===== src/rtl/sfx_pkg.sv =====
// sfx_pkg -- shared definitions for the sound-effect tone decoder slice.
//
// Contents:
//   - tone_id_t    : report class codes carried on tone_id
//   - dec_state_t  : burst tracker states. A pending report is a flag
//                    (tone_valid), not a state, so tracking continues
//                    while a report waits for its ack.
//   - NOM_*        : nominal half-periods of the generator's tones, in cycles
//   - HP_W/SPAN_W/CNT_W : widths of half-period, burst span and edge count
//   - abs_diff19, span_sat_add : arithmetic helpers used by the decoder
package sfx_pkg;

  localparam int HP_W   = 18;
  localparam int SPAN_W = 26;
  localparam int CNT_W  = 10;

  localparam int NOM_FRUIT     = 30001;
  localparam int NOM_BOMB_LIFE = 150001;
  localparam int NOM_HS1       = 110671;
  localparam int NOM_HS2       = 82910;

  typedef enum logic [2:0] {
    TONE_UNKNOWN = 3'd0,
    TONE_FRUIT   = 3'd1,
    TONE_BOMB    = 3'd2,
    TONE_LIFE    = 3'd3,
    TONE_HS1     = 3'd4,
    TONE_HS2     = 3'd5
  } tone_id_t;

  typedef enum logic [1:0] {
    ST_IDLE  = 2'd0,
    ST_FIRST = 2'd1,
    ST_TRACK = 2'd2
  } dec_state_t;

  // |a - b| on 19-bit operands (one bit wider than a half-period).
  function automatic logic [HP_W:0] abs_diff19(input logic [HP_W:0] a,
                                               input logic [HP_W:0] b);
    return (a >= b) ? (a - b) : (b - a);
  endfunction

  // Span accumulation; sticks at all-ones instead of wrapping.
  function automatic logic [SPAN_W-1:0] span_sat_add(input logic [SPAN_W-1:0] a,
                                                     input logic [HP_W:0]     b);
    logic [SPAN_W:0] sum;
    sum = {1'b0, a} + {{(SPAN_W - HP_W){1'b0}}, b};
    return sum[SPAN_W] ? '1 : sum[SPAN_W-1:0];
  endfunction

endpackage


===== src/rtl/sfx_tone_decoder_edge_sync.sv =====
// sfx_edge_sync -- synchroniser plus single-cycle change flag for an
// asynchronous 1-bit line.
//
// Ports:
//   clk       in   system clock
//   reset_n   in   synchronous active-low reset; clears every flop
//   din       in   asynchronous input line
//   edge_flag out  high for one cycle after the synchronised value changes
//                  (3 clk edges after din changes)
module sfx_edge_sync
  import sfx_pkg::*;
#(
  parameter int STAGES = 2
) (
  input  logic clk,
  input  logic reset_n,
  input  logic din,
  output logic edge_flag
);

  logic [STAGES-1:0] sync_reg;
  logic              prev_reg;
  logic              edge_reg;

  always_ff @(posedge clk) begin
    if (!reset_n) begin
      sync_reg <= '0;
      prev_reg <= 1'b0;
      edge_reg <= 1'b0;
    end else begin
      sync_reg <= {sync_reg[STAGES-2:0], din};
      // prev_reg holds the last synchronised value so a change of either
      // polarity shows up as a mismatch.
      prev_reg <= sync_reg[STAGES-1];
      edge_reg <= sync_reg[STAGES-1] ^ prev_reg;
    end
  end

  assign edge_flag = edge_reg;

endmodule


===== src/rtl/sfx_tone_decoder.sv =====
// sfx_tone_decoder -- measures the generator's square-wave sound line and
// reports each tone burst (class, locked half-period, span, edge count)
// over a valid/ack handshake.
//
// Ports:
//   clk          in   system clock
//   reset_n      in   synchronous active-low reset
//   sound        in   square-wave line, asynchronous to clk
//   tone_ack     in   consumer accepts the pending report
//   tone_valid   out  report pending, held until acked
//   tone_id      out  tone_id_t code of the report
//   half_period  out  locked half-period in cycles
//   burst_span   out  cycles first-to-last edge, saturating
//   edge_count   out  edges in burst, saturating at 1023
//   overrun      out  sticky: a completed burst was dropped while pending
//   tone_total   out  (SFX_DEC_STATS_EN only) published + dropped reports
//   glitch_total out  (SFX_DEC_STATS_EN only) discarded bursts
//
// Build option: define SFX_DEC_STATS_EN to add the two statistics counters.
// NOM_*_HP parameters default to the generator's nominal half-periods and
// let the classifier be retargeted to a differently clocked generator.
module sfx_tone_decoder
  import sfx_pkg::*;
#(
  parameter int TOL          = 64,
  parameter int TIMEOUT      = 200000,
  parameter int MIN_EDGES    = 4,
  parameter int LONG_SPAN    = 18000000,
  parameter int NOM_FRUIT_HP = NOM_FRUIT,
  parameter int NOM_BOMB_HP  = NOM_BOMB_LIFE,
  parameter int NOM_HS1_HP   = NOM_HS1,
  parameter int NOM_HS2_HP   = NOM_HS2
) (
  input  logic              clk,
  input  logic              reset_n,
  input  logic              sound,
  input  logic              tone_ack,
  output logic              tone_valid,
  output logic [2:0]        tone_id,
  output logic [HP_W-1:0]   half_period,
  output logic [SPAN_W-1:0] burst_span,
  output logic [CNT_W-1:0]  edge_count,
`ifdef SFX_DEC_STATS_EN
  output logic [15:0]       tone_total,
  output logic [15:0]       glitch_total,
`endif
  output logic              overrun
);

  // Nominal table, index order matches the classification priority.
  localparam logic [4*HP_W-1:0] NOM_VEC = {HP_W'(NOM_HS2_HP), HP_W'(NOM_HS1_HP),
                                           HP_W'(NOM_BOMB_HP), HP_W'(NOM_FRUIT_HP)};

  logic              edge_flag;
  dec_state_t        state_reg, state_next;
  logic [HP_W-1:0]   ivl_cnt_reg;
  logic [HP_W-1:0]   lock_reg, lock_next;
  logic [CNT_W-1:0]  ecnt_reg, ecnt_next;
  logic [SPAN_W-1:0] span_reg, span_next;
  logic [HP_W:0]     interval;
  logic [HP_W:0]     lock_diff;
  logic              timeout;
  logic              close;
  logic              keep;
  logic              retire;
  logic [3:0]        nom_hit;
  tone_id_t          class_id;

  logic              tone_valid_reg;
  logic [2:0]        tone_id_reg;
  logic [HP_W-1:0]   hp_out_reg;
  logic [SPAN_W-1:0] span_out_reg;
  logic [CNT_W-1:0]  ecnt_out_reg;
  logic              overrun_reg;

  sfx_edge_sync #(.STAGES(2)) u_sync (
    .clk       (clk),
    .reset_n   (reset_n),
    .din       (sound),
    .edge_flag (edge_flag)
  );

  // Counter holds cycles since the last edge minus one, so the interval
  // seen on an edge is the full edge-to-edge distance.
  always_ff @(posedge clk) begin
    if (!reset_n) begin
      ivl_cnt_reg <= '0;
    end else if (edge_flag) begin
      ivl_cnt_reg <= '0;
    end else if (ivl_cnt_reg != HP_W'(TIMEOUT)) begin
      ivl_cnt_reg <= ivl_cnt_reg + HP_W'(1);
    end
  end

  assign interval  = {1'b0, ivl_cnt_reg} + (HP_W+1)'(1);
  assign lock_diff = abs_diff19(interval, {1'b0, lock_reg});
  assign timeout   = (state_reg != ST_IDLE) && (ivl_cnt_reg == HP_W'(TIMEOUT));

  always_ff @(posedge clk) begin
    if (!reset_n) begin
      state_reg <= ST_IDLE;
      lock_reg  <= '0;
      ecnt_reg  <= '0;
      span_reg  <= '0;
    end else begin
      state_reg <= state_next;
      lock_reg  <= lock_next;
      ecnt_reg  <= ecnt_next;
      span_reg  <= span_next;
    end
  end

  // close reports the burst held in the *current* registers; the same cycle
  // may already load the first values of the following burst.
  always_comb begin
    state_next = state_reg;
    lock_next  = lock_reg;
    ecnt_next  = ecnt_reg;
    span_next  = span_reg;
    close      = 1'b0;
    case (state_reg)
      ST_IDLE: begin
        if (edge_flag) begin
          state_next = ST_FIRST;
          ecnt_next  = CNT_W'(1);
          span_next  = '0;
        end
      end
      ST_FIRST, ST_TRACK: begin
        if (timeout) begin
          close      = 1'b1;
          state_next = ST_IDLE;
          if (edge_flag) begin
            state_next = ST_FIRST;
            ecnt_next  = CNT_W'(1);
            span_next  = '0;
          end
        end else if (edge_flag) begin
          if (state_reg == ST_FIRST || lock_diff > (HP_W+1)'(TOL)) begin
            // Second edge of a burst, or a frequency change: the new burst
            // starts at the previous edge, so it already has two edges.
            close      = (state_reg == ST_TRACK);
            state_next = ST_TRACK;
            lock_next  = interval[HP_W-1:0];
            ecnt_next  = CNT_W'(2);
            span_next  = span_sat_add('0, interval);
          end else begin
            ecnt_next = (ecnt_reg == '1) ? ecnt_reg : ecnt_reg + CNT_W'(1);
            span_next = span_sat_add(span_reg, interval);
          end
        end
      end
      default: state_next = ST_IDLE;
    endcase
  end

  genvar gi;
  generate
    for (gi = 0; gi < 4; gi++) begin : g_nom
      assign nom_hit[gi] = abs_diff19({1'b0, lock_reg},
                                      {1'b0, NOM_VEC[gi*HP_W +: HP_W]}) <= (HP_W+1)'(TOL);
    end
  endgenerate

  always_comb begin
    class_id = TONE_UNKNOWN;
    if (nom_hit[0])      class_id = TONE_FRUIT;
    else if (nom_hit[1]) class_id = (span_reg >= SPAN_W'(LONG_SPAN)) ? TONE_BOMB : TONE_LIFE;
    else if (nom_hit[2]) class_id = TONE_HS1;
    else if (nom_hit[3]) class_id = TONE_HS2;
  end

  assign keep   = close && (ecnt_reg >= CNT_W'(MIN_EDGES));
  assign retire = tone_valid_reg && tone_ack;

  // overrun can only be set while a report is pending, so loading into an
  // empty or just-retired slot always leaves it clear.
  always_ff @(posedge clk) begin
    if (!reset_n) begin
      tone_valid_reg <= 1'b0;
      tone_id_reg    <= '0;
      hp_out_reg     <= '0;
      span_out_reg   <= '0;
      ecnt_out_reg   <= '0;
      overrun_reg    <= 1'b0;
    end else if (keep && (!tone_valid_reg || retire)) begin
      tone_valid_reg <= 1'b1;
      tone_id_reg    <= class_id;
      hp_out_reg     <= lock_reg;
      span_out_reg   <= span_reg;
      ecnt_out_reg   <= ecnt_reg;
      overrun_reg    <= 1'b0;
    end else if (keep) begin
      overrun_reg <= 1'b1;
    end else if (retire) begin
      tone_valid_reg <= 1'b0;
      overrun_reg    <= 1'b0;
    end
  end

  assign tone_valid  = tone_valid_reg;
  assign tone_id     = tone_id_reg;
  assign half_period = hp_out_reg;
  assign burst_span  = span_out_reg;
  assign edge_count  = ecnt_out_reg;
  assign overrun     = overrun_reg;

`ifdef SFX_DEC_STATS_EN
  logic [15:0] tone_total_reg;
  logic [15:0] glitch_total_reg;

  always_ff @(posedge clk) begin
    if (!reset_n) begin
      tone_total_reg   <= '0;
      glitch_total_reg <= '0;
    end else begin
      if (keep && tone_total_reg != '1)
        tone_total_reg <= tone_total_reg + 16'd1;
      if (close && !keep && glitch_total_reg != '1)
        glitch_total_reg <= glitch_total_reg + 16'd1;
    end
  end

  assign tone_total   = tone_total_reg;
  assign glitch_total = glitch_total_reg;
`endif

endmodule


===== config.mk =====
export PLATFORM = sky130hd
export DESIGN_NAME = sfx_tone_decoder
export DESIGN_NICKNAME = d
export VERILOG_FILES = /design/src/rtl/sfx_pkg.sv /design/src/rtl/sfx_tone_decoder_edge_sync.sv /design/src/rtl/sfx_tone_decoder.sv
export SDC_FILE = /design/constraint.sdc
export NUM_CORES = 1
export LEC_CHECK = 0
export ABC_AREA = 1
export CAP_MARGIN = 20
export CORE_ASPECT_RATIO = 1.2
export CORE_MARGIN = 4
export CORE_UTILIZATION = 32
export DETAILED_ROUTE_END_ITERATION = 10
export PLACE_DENSITY_LB_ADDON = 0.3
export SYNTH_ARGS = -nofsm -noshare
export SYNTH_HDL_FRONTEND = slang
export SYNTH_HIERARCHICAL = 1
export SYNTH_SLANG_ARGS = --single-unit

===== constraint.sdc =====
create_clock -name clk -period 5.3 [get_ports clk]
set_input_delay 1.06 -clock clk [delete_from_list [all_inputs] [get_ports clk]]
set_output_delay 1.06 -clock clk [all_outputs]
set_load 0.1 [all_outputs]

==> impl_metrics.csv, run 1 <==
group,metric,value,unit
floorplan,core-area,40800,um2
logic_synthesis,synth.most_common_cell,"nand2_1",
clock_network,cts_tree,"built",
logic_synthesis,async_reset_ff_share,0,%
clock_network,cts-root-buf,"clkbuf_16",
timing,hold_violations,0,
setup_path,worstPathRequired,5.62,ns
logic_synthesis,synth_edf_count,0,
clock_network,ctsHtreeMaxLevel,4,
power_and_ir_drop,powerDensity,389,nW/um2
clock_network,hold_buffers,0,
detailed_routing,viasPerCell,5.26,
floorplan,die_y,231,um
clock_network,numCtsBuffers,17,
setup_path,r2r_setup_slack,0.21,ns
setup_path,cp_slowest_cell,"dfxtp_1",
setup_path,critPathMaxStageDelay,0.39,ns
placement,dp_slack,-0.0970,ns
logic_synthesis,netlist_area,13300,um2
cells_and_area,area_growth,15.7,%
global_route,antenna_found_initial,0,
logic_synthesis,syn_inst,2270,
setup_path,cp_common_cell,"nand2_1",
placement,placed_area,14600,um2
timing,fmaxAchievable,197,MHz
setup_path,r2r_cells,29,
logic_synthesis,ys_warn_count,6,
floorplan,fp-row-count,81,
setup_path,r2r-end,"ecnt_reg[7]$_SDFFE_PN0P_",
detailed_routing,drt_iter0_markers,1104,
detailed_routing,drc,0,
floorplan,dieArea,44800,um2
clock_network,clockBufferDepth,2,
global_route,grt_max_degree,76,
detailed_routing,firstDrtPassIters,5,
global_route,track_usage,21.6,%
global_route,grt-ovfl-total,0,
logic_synthesis,ys.flop_type,"dfxtp_1",
power_and_ir_drop,power_frac_seq,21.8,%
logic_synthesis,synth_nets,2342,
setup_path,cp-startpoint,"ivl_cnt_reg[2]$_SDFFE_PP0P_",
floorplan,start_util,32.5,%
placement,hpwl,39.2,mm
detailed_routing,wl_per_cell,17.6,um
timing,fin_skew,0.0221,ns
placement,routabilityCongestion,0.996,
logic_synthesis,syn_area_per_cell,5.84,um2
detailed_routing,ant_nets,0,
timing,tightest_slew,1.02,ns
global_route,grt_pass1_wl,78.6,mm
timing,setup_viol,0,
power_and_ir_drop,power_frac_clock,21.4,%
logic_synthesis,synth_top_family_by_area,"simple AND/OR/NAND/NOR gates",
timing,finalCritPeriodShare,96.0,%
logic_synthesis,synth_compound_area_share,14.6,%
logic_synthesis,synthMuxAreaShare,0,%
setup_path,endpoint_kind,"flip-flop",
job,cap_viol_max_count,0,
setup_path,worstPathArrival,5.41,ns
logic_synthesis,synth_top_area_share,20.7,%
power_and_ir_drop,swShare,50.5,%
detailed_routing,via_count,15100,
logic_synthesis,synth_commonest_cells,"nand2_1, nor2_1, inv_1",
setup_path,path_max_fanout,19,
floorplan,die_w,194,um
logic_synthesis,ys_seq_elements,137,
cells_and_area,insertedDiodeCount,0,
timing,slew-limit-headroom,32.0,%
global_route,grt_pass1_vias,14300,
power_and_ir_drop,switchingPower,3.01,mW
logic_synthesis,synth-xor-area-share,6.81,%
clock_network,post-cts-setup-buffers,0,
run_status,status,"finished clean",
cells_and_area,final_cell_area,15300,um2
setup_path,crit_path_start_kind,"flip-flop",
clock_network,clk_latency,0.43,ns
placement,port_buffers,62,
logic_synthesis,synth_area_leaders,"dfxtp_1, nand2_1, nor2_1",
timing,fin_crit,5.09,ns
timing,finalWorstSetupSlack,0.211,ns
clock_network,clk_pin_slew,0.07,ns
clock_network,clock_sinks,137,
power_and_ir_drop,ir_drop,0.449,mV
logic_synthesis,yosys.area_share.simple,39.6,%
logic_synthesis,synth-adder-area-share,6.59,%
logic_synthesis,seq_area_frac_synth,20.7,%
power_and_ir_drop,power_frac_comb,56.8,%
logic_synthesis,synth_cell_type_count,52,
logic_synthesis,synth_area_leader_cell,"dfxtp_1",
power_and_ir_drop,p_leak,7.58,nW
cells_and_area,drive_above_1_share,6.21,%
detailed_routing,wirelength,50.6,mm
cells_and_area,nets,2395,
floorplan,io_pins,63,
timing,slew_viol_final,0,
setup_path,reg2reg_from,"ivl_cnt_reg[2]$_SDFFE_PP0P_",
power_and_ir_drop,p_int,2.96,mW
setup_path,crit_type,"flip-flop to flip-flop",
cells_and_area,fill_cells,4499,
worst_hold_path,hp-class,"flip-flop to flip-flop",
setup_path,crit_end,"ecnt_reg[7]$_SDFFE_PN0P_",
==> per-layer routing <==
| metal | GRT usage [%] | share of wire [%] |
|---|---|---|
| met5 | 0 | 0 |
| met4 | 7.64 | 3.6 |
| met3 | 2.63 | 5.4 |
| met2 | 39.4 | 50 |
| met1 | 26.2 | 41 |
==> worst max-delay path, delay by kind of cell (launching register included) <==
family          cells  cell delay, ns
simple gates       22            3.17
buf+inv             4            0.60
compound gates      1            0.15
xor+xnor            1            0.28
flops               1            0.39
fa+ha+maj           1            0.37
==> through the flow <==
step                util, %  power (mW)  setup TNS (ns)  std cells  hold WS (ns)
floorplan                 -        3.71               0       2270         0.386
global placement       35.9        4.61               0       2843         0.398
detailed placement     35.9        4.63           -3.22       2843         0.396
CTS                    37.4        5.92               0       2875         0.409
global route           37.6        6.42           -1.65       2875         0.425
finish                 37.6        5.97               0       2875         0.406
==> logic make-up (layout without fill, tap and decap cells) <==
| group | count (synthesis) | in the layout |
|---|---|---|
| AOI/OAI and AO/OA | 350 | 350 |
| xor gates and xnor gates | 103 | 103 |
| adders and majority gates | 68 | 68 |
| buffers and inverters | 379 | 445 |
| DFF | 137 | 137 |
| and+or+nand+nor | 1233 | 1233 |
==> repair_timing <==
| item | CTS | global route |
|---|---|---|
| endpoints found under the hold margin | 0 | 0 |
| resized for setup | 3 | 10 |
| endpoints found under the setup margin | 67 | 115 |
==> cell usage in the layout, fill, tap and decap left out, drive strengths merged, types with 2 or more instances in the layout <==
cell type      count
buf               73
nor3              37
nand4             63
a211oi             7
bufinv             2
a21o               3
xnor2             11
clkdlybuf4s50     61
and3               3
o211ai            14
inv              284
dfxtp            137
o22ai              3
o21bai            12
xor2              92
a21boi             2
nand3b             9
clkinv             7
nor4               6
clkbuf            17
nor2             321
o21a               4
and2               3
o21ai            135
a21oi            128
fa                 3
nand3            165
a31oi             33
or2                9
nand2            614
o31ai              5
ha                65
nor3b              3
==> worst min-delay path by stage <==
stage / startpoint / to / slack, ns / cells after the start
after detailed placement: u_sync/sync_reg[0]$_SDFF_PN0_ / u_sync/sync_reg[1]$_SDFF_PN0_ / 0.40 / 2
final: u_sync/sync_reg[0]$_SDFF_PN0_ / u_sync/sync_reg[1]$_SDFF_PN0_ / 0.41 / 2
after CTS: u_sync/sync_reg[0]$_SDFF_PN0_ / u_sync/sync_reg[1]$_SDFF_PN0_ / 0.41 / 2
after global placement: u_sync/sync_reg[0]$_SDFF_PN0_ / u_sync/sync_reg[1]$_SDFF_PN0_ / 0.40 / 2
after global routing: u_sync/sync_reg[0]$_SDFF_PN0_ / u_sync/sync_reg[1]$_SDFF_PN0_ / 0.42 / 2
after floorplan: u_sync/sync_reg[0]$_SDFF_PN0_ / u_sync/sync_reg[1]$_SDFF_PN0_ / 0.39 / 2
==> final cells by class <==
cell class | count | area (um2) | area share [%]
inverters | 279 | 1050 | 6.84
flip-flops and latches | 137 | 2740 | 17.9
multi-input cells | 1754 | 9040 | 58.9
clock inverters | 15 | 198 | 1.29
well taps | 539 | 674 | 4.40
repair buffers | 134 | 1210 | 7.88
clock buffers | 17 | 425 | 2.77
==> power groups by stage <==
| stage | registers [mW] | clock network (mW) | logic, mW |
|---|---|---|---|
| CTS | 1.30 | 1.29 | 3.33 |
| detailed placement | 1.32 | 0 | 3.31 |
| global route | 1.32 | 1.34 | 3.76 |
| global placement | 1.32 | 0 | 3.29 |
| floorplan | 1.32 | 0 | 2.40 |
| finish | 1.30 | 1.28 | 3.39 |
(Power assumes the default switching activity.)
==> run 2, diff against run 1 <==
--- a/config.mk
+++ b/config.mk
@@ -11,6 +11,7 @@
 export CORE_MARGIN = 4
 export CORE_UTILIZATION = 32
 export DETAILED_ROUTE_END_ITERATION = 10
+export GPL_TIMING_DRIVEN = 0
 export PLACE_DENSITY_LB_ADDON = 0.3
 export SYNTH_ARGS = -nofsm -noshare
 export SYNTH_HDL_FRONTEND = slang
==> run 2 against run 1 <==
  * Cell count up 1.2%
  * Clock skew shrank 0.0062 ns
  * Count of clock-buffer cells in the layout rose by 4
  * Hold slack gained 0.0070 ns
  * Combinational power about the same
  * Cell area up 0.29%
  * Utilization grew 0.11 points
  * Non-clock buffer count up 35
  * Sequential power about the same
  * Global-route usage grew 1.1 points
  * Critical endpoint is now burst_span[14]$_SDFFE_PN0P_
==> impl_metrics.csv, run 2 (synthesized netlist as in run 1, its figures left out) <==
group,metric,value,unit
run_status,status,"finished clean",
worst_hold_path,hold_start,"u_sync/sync_reg[0]$_SDFF_PN0_",
placement,hpwl,42.1,mm
detailed_routing,viasPerCell,5.26,
detailed_routing,wirelength,52.9,mm
setup_path,reg2reg_from,"lock_reg[7]$_SDFFE_PN0P_",
timing,fin_crit,4.93,ns
power_and_ir_drop,switchingPower,3.01,mW
job,cap_viol_max_count,0,
cells_and_area,area_growth,16.1,%
clock_network,hold_buffers,0,
setup_path,cp_slowest_cell,"clkbuf_1",
power_and_ir_drop,power_frac_clock,20.4,%
clock_network,clk_latency,0.44,ns
timing,finalWorstSetupSlack,0.369,ns
setup_path,endpoint_kind,"flip-flop",
timing,slew_viol_final,0,
setup_path,crit_path_start_kind,"flip-flop",
floorplan,die_y,231,um
floorplan,dieArea,44800,um2
power_and_ir_drop,power_frac_seq,21.9,%
global_route,antenna_found_initial,0,
placement,port_buffers,62,
floorplan,start_util,32.5,%
timing,fin_skew,0.0159,ns
clock_network,numCtsBuffers,17,
cells_and_area,stdcell_count,2910,
detailed_routing,drt_iter0_markers,1353,
clock_network,ctsHtreeMaxLevel,4,
timing,finalCritPeriodShare,93.0,%
global_route,grt_max_degree,17,
cells_and_area,final_cell_mix,"nand2_1, nor2_1, inv_1",
global_route,grt_pass1_vias,14400,
floorplan,io_pins,63,
floorplan,fp-row-count,81,
setup_path,crit_type,"flip-flop to flip-flop",
timing,setup_viol,0,
global_route,grt-ovfl-total,0,
power_and_ir_drop,p_leak,7.50,nW
clock_network,cts_tree,"built",
detailed_routing,via_count,15300,
setup_path,cp-startpoint,"lock_reg[7]$_SDFFE_PN0P_",
placement,routabilityCongestion,0.992,
timing,tightest_slew,1.00,ns
clock_network,cts-root-buf,"clkbuf_16",
detailed_routing,ant_nets,0,
detailed_routing,wl_per_cell,18.2,um
setup_path,path_max_fanout,10,
setup_path,critPathMaxStageDelay,0.47,ns
placement,dp_slack,-0.342,ns
setup_path,worstPathRequired,5.62,ns
clock_network,clockBufferDepth,2,
timing,slew-limit-headroom,33.1,%
floorplan,die_w,194,um
cells_and_area,nets,2430,
timing,fmaxAchievable,203,MHz
cells_and_area,drive_above_1_share,6.12,%
power_and_ir_drop,powerDensity,385,nW/um2
floorplan,core-area,40800,um2
clock_network,clk_pin_slew,0.06,ns
placement,dpl.cell_count,2871,
cells_and_area,insertedDiodeCount,0,
power_and_ir_drop,p_int,2.91,mW
detailed_routing,drc,0,
timing,hold_violations,0,
setup_path,cp_num_buf_inv,9,
timing,setup_tns,0,ns
global_route,grt_pass1_wl,81.2,mm
setup_path,cp_common_cell,"nand2_1",
cells_and_area,final_common_cell,"nand2_1",
worst_hold_path,hp-class,"flip-flop to flip-flop",
power_and_ir_drop,swShare,50.8,%
detailed_routing,firstDrtPassIters,6,
power_and_ir_drop,ir_drop,0.248,mV
global_route,track_usage,22.7,%
setup_path,worstPathArrival,5.25,ns
setup_path,cp_top_family,"buffers and inverters",
clock_network,clock_sinks,137,
power_and_ir_drop,power_frac_comb,57.7,%
-- run 2: what timing repair did --
action,in CTS,in global routing
gates resized for setup,9,41
pin swaps,0,6
setup buffers,0,8
setup endpoints to repair,102,115
-- run 2: through the flow --
stage / instance area [um2] / hold WS [ns] / utilization [%] / power [mW]
after CTS: 15200 / 0.419 / 37.2 / 5.87
after global placement: 14600 / 0.393 / 35.6 / 4.61
after global routing: 15400 / 0.444 / 37.7 / 6.37
after floorplan: 13300 / 0.386 / - / 3.71
after detailed placement: 14600 / 0.406 / 35.6 / 4.65
final: 15400 / 0.413 / 37.7 / 5.93
-- run 2: worst paths after layout --
check	end	slack (ns)	cells past startpoint
setup / recovery	burst_span[14]$_SDFFE_PN0P_	0.37	28
hold / removal	u_sync/sync_reg[1]$_SDFF_PN0_	0.41	2
setup reg to reg	burst_span[14]$_SDFFE_PN0P_	0.37	28
hold reg to reg	u_sync/sync_reg[1]$_SDFF_PN0_	0.41	2
-- run 2: worst register-to-register path: cells and delay by family (launching register included) --
kind	cells	cell delay, ns
compound gates	1	0.18
fa+ha+maj	1	0.34
simple gates	17	1.88
buf+inv	9	2.02
flops	1	0.39
-- run 2: power groups by stage --
| stage | combinational (mW) | sequential (mW) | clock (mW) |
|---|---|---|---|
| after floorplan | 2.40 | 1.32 | 0 |
| after global routing | 3.79 | 1.31 | 1.27 |
| final | 3.42 | 1.30 | 1.21 |
| after detailed placement | 3.33 | 1.32 | 0 |
| after global placement | 3.29 | 1.31 | 0 |
| after CTS | 3.35 | 1.30 | 1.23 |
-- run 2: layout make-up --
class                      count  area [um2]
multi-input combinational   1754        9130
sequential                   137        2750
buffer                        99         515
clock buffer                  21         480
timing repair buffer          70         681
clock inverter                11         110
fill                        4508       25500
tap                          539         674
inverter                     279        1050
-- run 2: per-layer routing --
metal / share of wire (%) / vias to the layer above / GRT usage [%]
met5: 0 / - / 0
met4: 4.5 / 0 / 10.1
met3: 5.7 / 119 / 3.43
met2: 49 / 521 / 40.3
met1: 41 / 7178 / 27.2
li1: - / 7503 / -
